File: src/rtl/mat_result_serializer.sv
// Matrix result FIFO for the 2x2 multiplier; streams w,x,y,z per matrix with valid/ready.
// Optional macro DROP_CNT_EN adds a saturating 8-bit drop_cnt output.
module mat_result_serializer #(
    parameter int DEPTH  = 4,
    parameter int DATA_W = 32
) (
    input  logic              clk,
    input  logic              reset,
    input  logic              done,
    input  logic [DATA_W-1:0] w,
    input  logic [DATA_W-1:0] x,
    input  logic [DATA_W-1:0] y,
    input  logic [DATA_W-1:0] z,
    output logic [DATA_W-1:0] out_data,
    output logic              out_valid,
    input  logic              out_ready,
    output logic [1:0]        out_idx,
    output logic              out_last,
    output logic              full,
    output logic              empty,
    output logic              overflow
`ifdef DROP_CNT_EN
    ,
    output logic [7:0]        drop_cnt
`endif
);

    localparam int AW = $clog2(DEPTH);

    typedef enum logic [1:0] {
        S_W = 2'd0,
        S_X = 2'd1,
        S_Y = 2'd2,
        S_Z = 2'd3
    } elem_state_t;

    elem_state_t state_q, state_d;

    logic [DATA_W-1:0] mem [DEPTH][4];
    logic [AW-1:0]     wr_ptr, rd_ptr;
    logic [AW:0]       count;
    logic              accept, pop, write, drop;

    always_ff @(posedge clk) begin
        if (reset) begin
            state_q <= S_W;
        end else begin
            state_q <= state_d;
        end
    end

    // A done arriving while full still fits if the head matrix leaves on the same edge.
    always_comb begin
        state_d   = state_q;
        empty     = (count == '0);
        full      = (count == (AW+1)'(DEPTH));
        out_valid = ~empty;
        accept    = out_valid & out_ready;
        pop       = accept & (state_q == S_Z);
        write     = done & (~full | pop);
        drop      = done & full & ~pop;
        out_idx   = state_q;
        out_last  = out_valid & (state_q == S_Z);
        out_data  = empty ? '0 : mem[rd_ptr][state_q];
        if (accept) begin
            case (state_q)
                S_W:     state_d = S_X;
                S_X:     state_d = S_Y;
                S_Y:     state_d = S_Z;
                default: state_d = S_W;
            endcase
        end
    end

    always_ff @(posedge clk) begin
        if (write) begin
            mem[wr_ptr][0] <= w;
            mem[wr_ptr][1] <= x;
            mem[wr_ptr][2] <= y;
            mem[wr_ptr][3] <= z;
        end
    end

    always_ff @(posedge clk) begin
        if (reset) begin
            wr_ptr   <= '0;
            rd_ptr   <= '0;
            count    <= '0;
            overflow <= 1'b0;
        end else begin
            if (write) begin
                wr_ptr <= wr_ptr + AW'(1);
            end
            if (pop) begin
                rd_ptr <= rd_ptr + AW'(1);
            end
            case ({write, pop})
                2'b10:   count <= count + (AW+1)'(1);
                2'b01:   count <= count - (AW+1)'(1);
                default: count <= count;
            endcase
            if (drop) begin
                overflow <= 1'b1;
            end
        end
    end

`ifdef DROP_CNT_EN
    always_ff @(posedge clk) begin
        if (reset) begin
            drop_cnt <= 8'd0;
        end else if (drop && drop_cnt != 8'hFF) begin
            drop_cnt <= drop_cnt + 8'd1;
        end
    end
`endif

endmodule

File: config.mk
export PLATFORM = sky130hd
export DESIGN_NAME = mat_result_serializer
export DESIGN_NICKNAME = d
export VERILOG_FILES = /design/src/rtl/mat_result_serializer.sv
export SDC_FILE = /design/constraint.sdc
export NUM_CORES = 1
export LEC_CHECK = 0
export BUFFER_PORTS_ARGS = -buffer_cell sky130_fd_sc_hd__buf_2
export CAP_MARGIN = 20
export CORE_MARGIN = 10
export CORE_UTILIZATION = 59
export DETAILED_ROUTE_END_ITERATION = 6
export PLACE_DENSITY_LB_ADDON = 0.15
export REMOVE_ABC_BUFFERS = 1
export SYNTH_ARGS = -nofsm -noshare
export SYNTH_HDL_FRONTEND = slang
export SYNTH_SLANG_ARGS = --single-unit
File: constraint.sdc
create_clock -name clk -period 6.3 [get_ports clk]
set_clock_uncertainty 0.2 [all_clocks]
set_input_delay 0.63 -clock clk [delete_from_list [all_inputs] [get_ports clk]]
set_output_delay 0.63 -clock clk [all_outputs]
set_load 0.02 [all_outputs]
[Word level (Yosys, flattened, before mapping)]
Memory sizes are Yosys's and may differ from the RTL's. A register that Yosys moved wholly into a read port is not among the register bits.
Cells that the tools add are included.
Storage, ports and cells
  flip-flop bits (word level): 10
  latch bits: 0
  memory bits (writable): 512
  output and inout port bits: 39
  memory bits (read-only): 0
  logic and storage cells: 41
  memories kept: 1
Cells by class
  bitwise operators: 11
  eq/ne operators: 6
  reduce and logical (&&, ||, !) cells: 3
  shifts and indexed selects: 0
  multipliers: 0
  add/sub/neg operators: 4
  divide/modulo/power cells: 0
  order comparisons: 1
  mux-type cells: 10
Memories
  mem: words 4, bits a word 128, rd ports 1, clocked after memory_dff 1, wr ports 1, line 39  | logic [DATA_W-1:0] mem [DEPTH][4];
Operators with widths (count)
  $mux 32: 3
  $bmux 32 s2: 1
  $and 1x1->1: 6
  $eq 2x2->1 const B: 3
  $pmux 2 s3: 1
  $pmux 3 s2: 1
  $add 2x1->2 const B: 2
  $eq 2x1->1 const B: 2
  $mux 2: 2
  $add 3x1->3 const B: 1
  $eq 3x3->1 const B: 1
  $ge 3x3->1 const B: 1
  $logic_not 3->1: 1
  $not 1->1: 3
  $not 2->3: 1
  $sub 3x1->3 const B: 1
  $logic_not 2->1: 1
  $mux 1: 2
  $reduce_bool 2->1: 1
  $or 1x1->1: 1

[Logic depth before layout (Yosys ltp)]
  depth after elaboration: 8
  depth in mapped cells: 8

[Worst setup path before layout]
OpenSTA, ideal clock, no wires.
  kind: register to register
  from: register state_q[1], in the netlist out_idx[1]
  to: memory mem[1][0] in the netlist's numbering (enable)
  library setup time: 0.502 ns
  required time: 5.598 ns
  buffers on the path: 0
  arrival: 4.453 ns
  setup slack: 1.145 ns
  stages on the path, launching flop included: 5
  cell sequence: dfxtp_1 -> ha_1 -> nand2_1 -> a31oi_1 -> and2_1
Between the ends
  word-level cells in the longest chain between the ends: 6
RTL lines
  from (decl): line 37  | elem_state_t state_q, state_d;
  from (signal assigned): line 48  | state_q <= state_d;
  $eq 2x2->1: line 59  | pop = accept & (state_q == S_Z);
  $and 1x1->1: line 59
  $or 1x1->1: line 60  | write = done & (~full | pop);
  $and 1x1->1: line 60
  $mux 1: line 76  | if (write) begin
  $mux 1 (implied by the code): line 80  | mem[wr_ptr][3] <= z;
  to (decl): line 39
Every way passes these cells.

[Final worst setup path]
  from: register count[2]
  to: output out_data[26]
Between the ends
  word-level cells in the longest chain between the ends: 2
RTL lines
  from (decl): line 41  | logic [AW:0] count;
  from (signal assigned): line 98  | 2'b10: count <= count + (AW+1)'(1);
  from (signal assigned): line 99  | 2'b01: count <= count - (AW+1)'(1);
  from (signal assigned): line 100  | default: count <= count;
  $logic_not 3->1: line 55  | empty = (count == '0);
  $mux 32: line 64  | out_data = empty ? '0 : mem[rd_ptr][state_q];
  to (decl): line 14  | output logic [DATA_W-1:0] out_data,
Every way passes these cells.

==> results.ini <==
[pwr]
clkPwrFrac_pct=39.2
switchingPower_mw=1.55
p_leak_nw=7.51
cellInternalPower_mw=5.93
peakVddDrop_mv=0.263
p_comb_share_pct=6.5
powerDensity_nw_per_um2=326
switching_share_pct=20.8
power.share.sequential_pct=54.3

[yosys]
synth-seq-cells=524
synth.avg_cell_area_um2=23.2
synth_cells=863
syn_area_um2=20000
synth_seq_area_share_pct=78.1
yosys_warnings=0
ys_types=39

[placed_design]
place_area_um2=21300
dp.cells=1453
dpl.hpwl_um=22800
portBuffers=170
gp_congestion=0.716

[drt]
num_vias=9332
wl_per_cell_um=25.2
drtIter0Drc=648
ant_nets=0
wl_um=39000
drc_errors=0
vias_per_cell=6.02
drt_pass1_iterations=5

[worst_hold_path]
hp-class=input pin to flip-flop

[finish]
drive_gt1_share_pct=37.4
final_common_cell=edfxtp_1
multi_input_area_um2=4050
fill_cells=2099
synthToLayoutAreaGrowth_pct=14.8
nNetsFinal=1199
final_cell_mix=512 x edfxtp_1, 170 x buf_2, 128 x mux4_2
seqCellArea_um2=15600
layout.cells.non_filler=1549
stdcell_area_um2=22900

[sta]
fin_crit_ns=4.15
rsz0062_at_grt=false
slew_viol_final=0
period_share_pct=65.8
fmax_mhz=241
report.final.hold_viol_count=0
tightest_slew_ns=1.11
setup_viol=0
slew_headroom_pct=25.7

[setup_path]
critPathRequiredTime_ns=5.47
critPathSlowestCell=nor3_4
crit_type=flip-flop to output pin
crit_path_max_incr_delay_ns=0.82
crit_buf_inv=3
path_cells=or3_1, clkinv_4, nor3_4, buf_4, a22oi_1, nand2_1, buf_2
critPathTopFamily=simple AND/OR/NAND/NOR gates
timing.critical_path.arrival_ns=3.32
cp_max_fo=19
start_kind=flip-flop
worst_setup_path_end_kind=output pin

[cts]
ctsResizeCount=0
cts_max_level=2
ctsRootBufferMaster=clkbuf_16
clock-sinks=524
clock_path_buffers=3
cts_setup_buffers=0
clk_latency_ns=0.55
cts_buffers=51
cts_hold_buf=0
path_clk_slew_ns=0.06
cts_tree=done

[run]
cap_violations=0

[floorplanning]
die_h_um=204
die_area_um2=41600
die_w_um=204
row_count=67
core_um2=33400
ios=171
start_util_pct=59.8

[global_route]
gr-total-overflow=0
grt_usage_pct=18.9
antenna_found_initial=10
grt_pass1_wl_um=60100
grt_max_degree=95
grt_pass1_vias=10100

[outcome]
status=complete, no violations

-- per-layer routing --
layer	global-route usage, %	vias to the layer above	wire length, um
li1	-	4072	-
met1	24.8	4877	15500
met2	31.6	310	20100
met3	4.41	61	2850
met4	4.63	12	530
met5	0	-	76
-- power by group through the flow --
stage	Combinational, mW	Sequential, mW	Clock [mW]
finish	0.488	4.06	2.93
global route	0.531	4.07	3.13
CTS	0.499	4.06	2.99
detailed placement	0.497	4.13	0
global placement	0.490	4.12	0
floorplan	0.275	4.14	0
-- stage by stage --
stage | hold WS (ns) | setup TNS [ns] | util, % | setup slack, ns | power [mW]
final | 0.0948 | 0 | 68.6 | 2.15 | 7.48
after global routing | 0.0774 | 0 | 68.6 | 1.92 | 7.73
after CTS | 0.0616 | 0 | 68.5 | 2.10 | 7.55
after detailed placement | 0.268 | 0 | 63.6 | 2.50 | 4.63
after global placement | 0.245 | 0 | 63.6 | 2.62 | 4.61
after floorplan | 0.285 | -27.07 | - | -1.25 | 4.42
-- logic make-up (layout without fill, tap and decap cells) --
kind of cell             Yosys count  after routing  share of synthesized area, %
flip-flops                       524            524                          78.1
multiplexers                     130            130                          14.5
AO/OA/AOI/OAI                     77             77                          3.28
AND/OR/NAND/NOR                   68             68                          1.68
buffers and inverters             52            286                          1.69
adder cells (fa/ha/maj)            8              8                         0.538
XOR/XNOR                           4              4                         0.175
other                              0              4                             0
-- cell usage after synthesis, drive strengths merged --
cell / n / share of area [%]
nor3: 5 / 0.32
nand2: 36 / 0.68
nor2b: 1 / 0.031
o311ai: 1 / 0.044
a22oi: 62 / 2.7
ha: 7 / 0.44
a21o: 1 / 0.038
nand2b: 2 / 0.063
fa: 1 / 0.10
clkbuf: 11 / 0.21
buf: 32 / 1.3
a21boi: 1 / 0.056
edfxtp: 512 / 77
o2111ai: 1 / 0.044
o31ai: 2 / 0.075
or3: 3 / 0.094
mux4: 128 / 14
clkinv: 1 / 0.044
mux2i: 1 / 0.050
nand4: 1 / 0.031
xor2: 2 / 0.088
a31oi: 2 / 0.063
dfxtp: 12 / 1.2
o31a: 1 / 0.044
nand3: 2 / 0.050
xnor2: 2 / 0.088
a21oi: 3 / 0.075
o211ai: 3 / 0.11
nor2: 12 / 0.23
mux2: 1 / 0.056
inv: 8 / 0.15
and2: 6 / 0.19
-- path summary, 6_finish.rpt --
path / endpoint / cells after the start / slack (ns) / start
worst max register to register: mem[2][122] / 5 / 2.49 / out_idx[0]
worst min-delay path: mem[1][39] / 1 / 0.09 / y[7]
worst min register to register: overflow / 2 / 0.27 / overflow
worst max-delay path: out_data[26] / 7 / 2.15 / count[2]
-- cell type report --
cell class                      count  area share, %
Antenna cell                        4         0.0436
Clock buffer                       66           5.99
Clock inverter                     25           1.04
Inverter                            9          0.169
Multi-Input combinational cell    287           17.7
Sequential cell                   524           68.1
Tap cell                          448           2.44
Timing Repair Buffer              186           4.54
-- flip-flops by register name, summed over array words and instances (netlist names), named ones only --
register,cells
overflow,1
count,3
mem,512
out_idx,2
wr_ptr,2
rd_ptr,2
No activity file was read; power rests on OpenSTA's default activity.
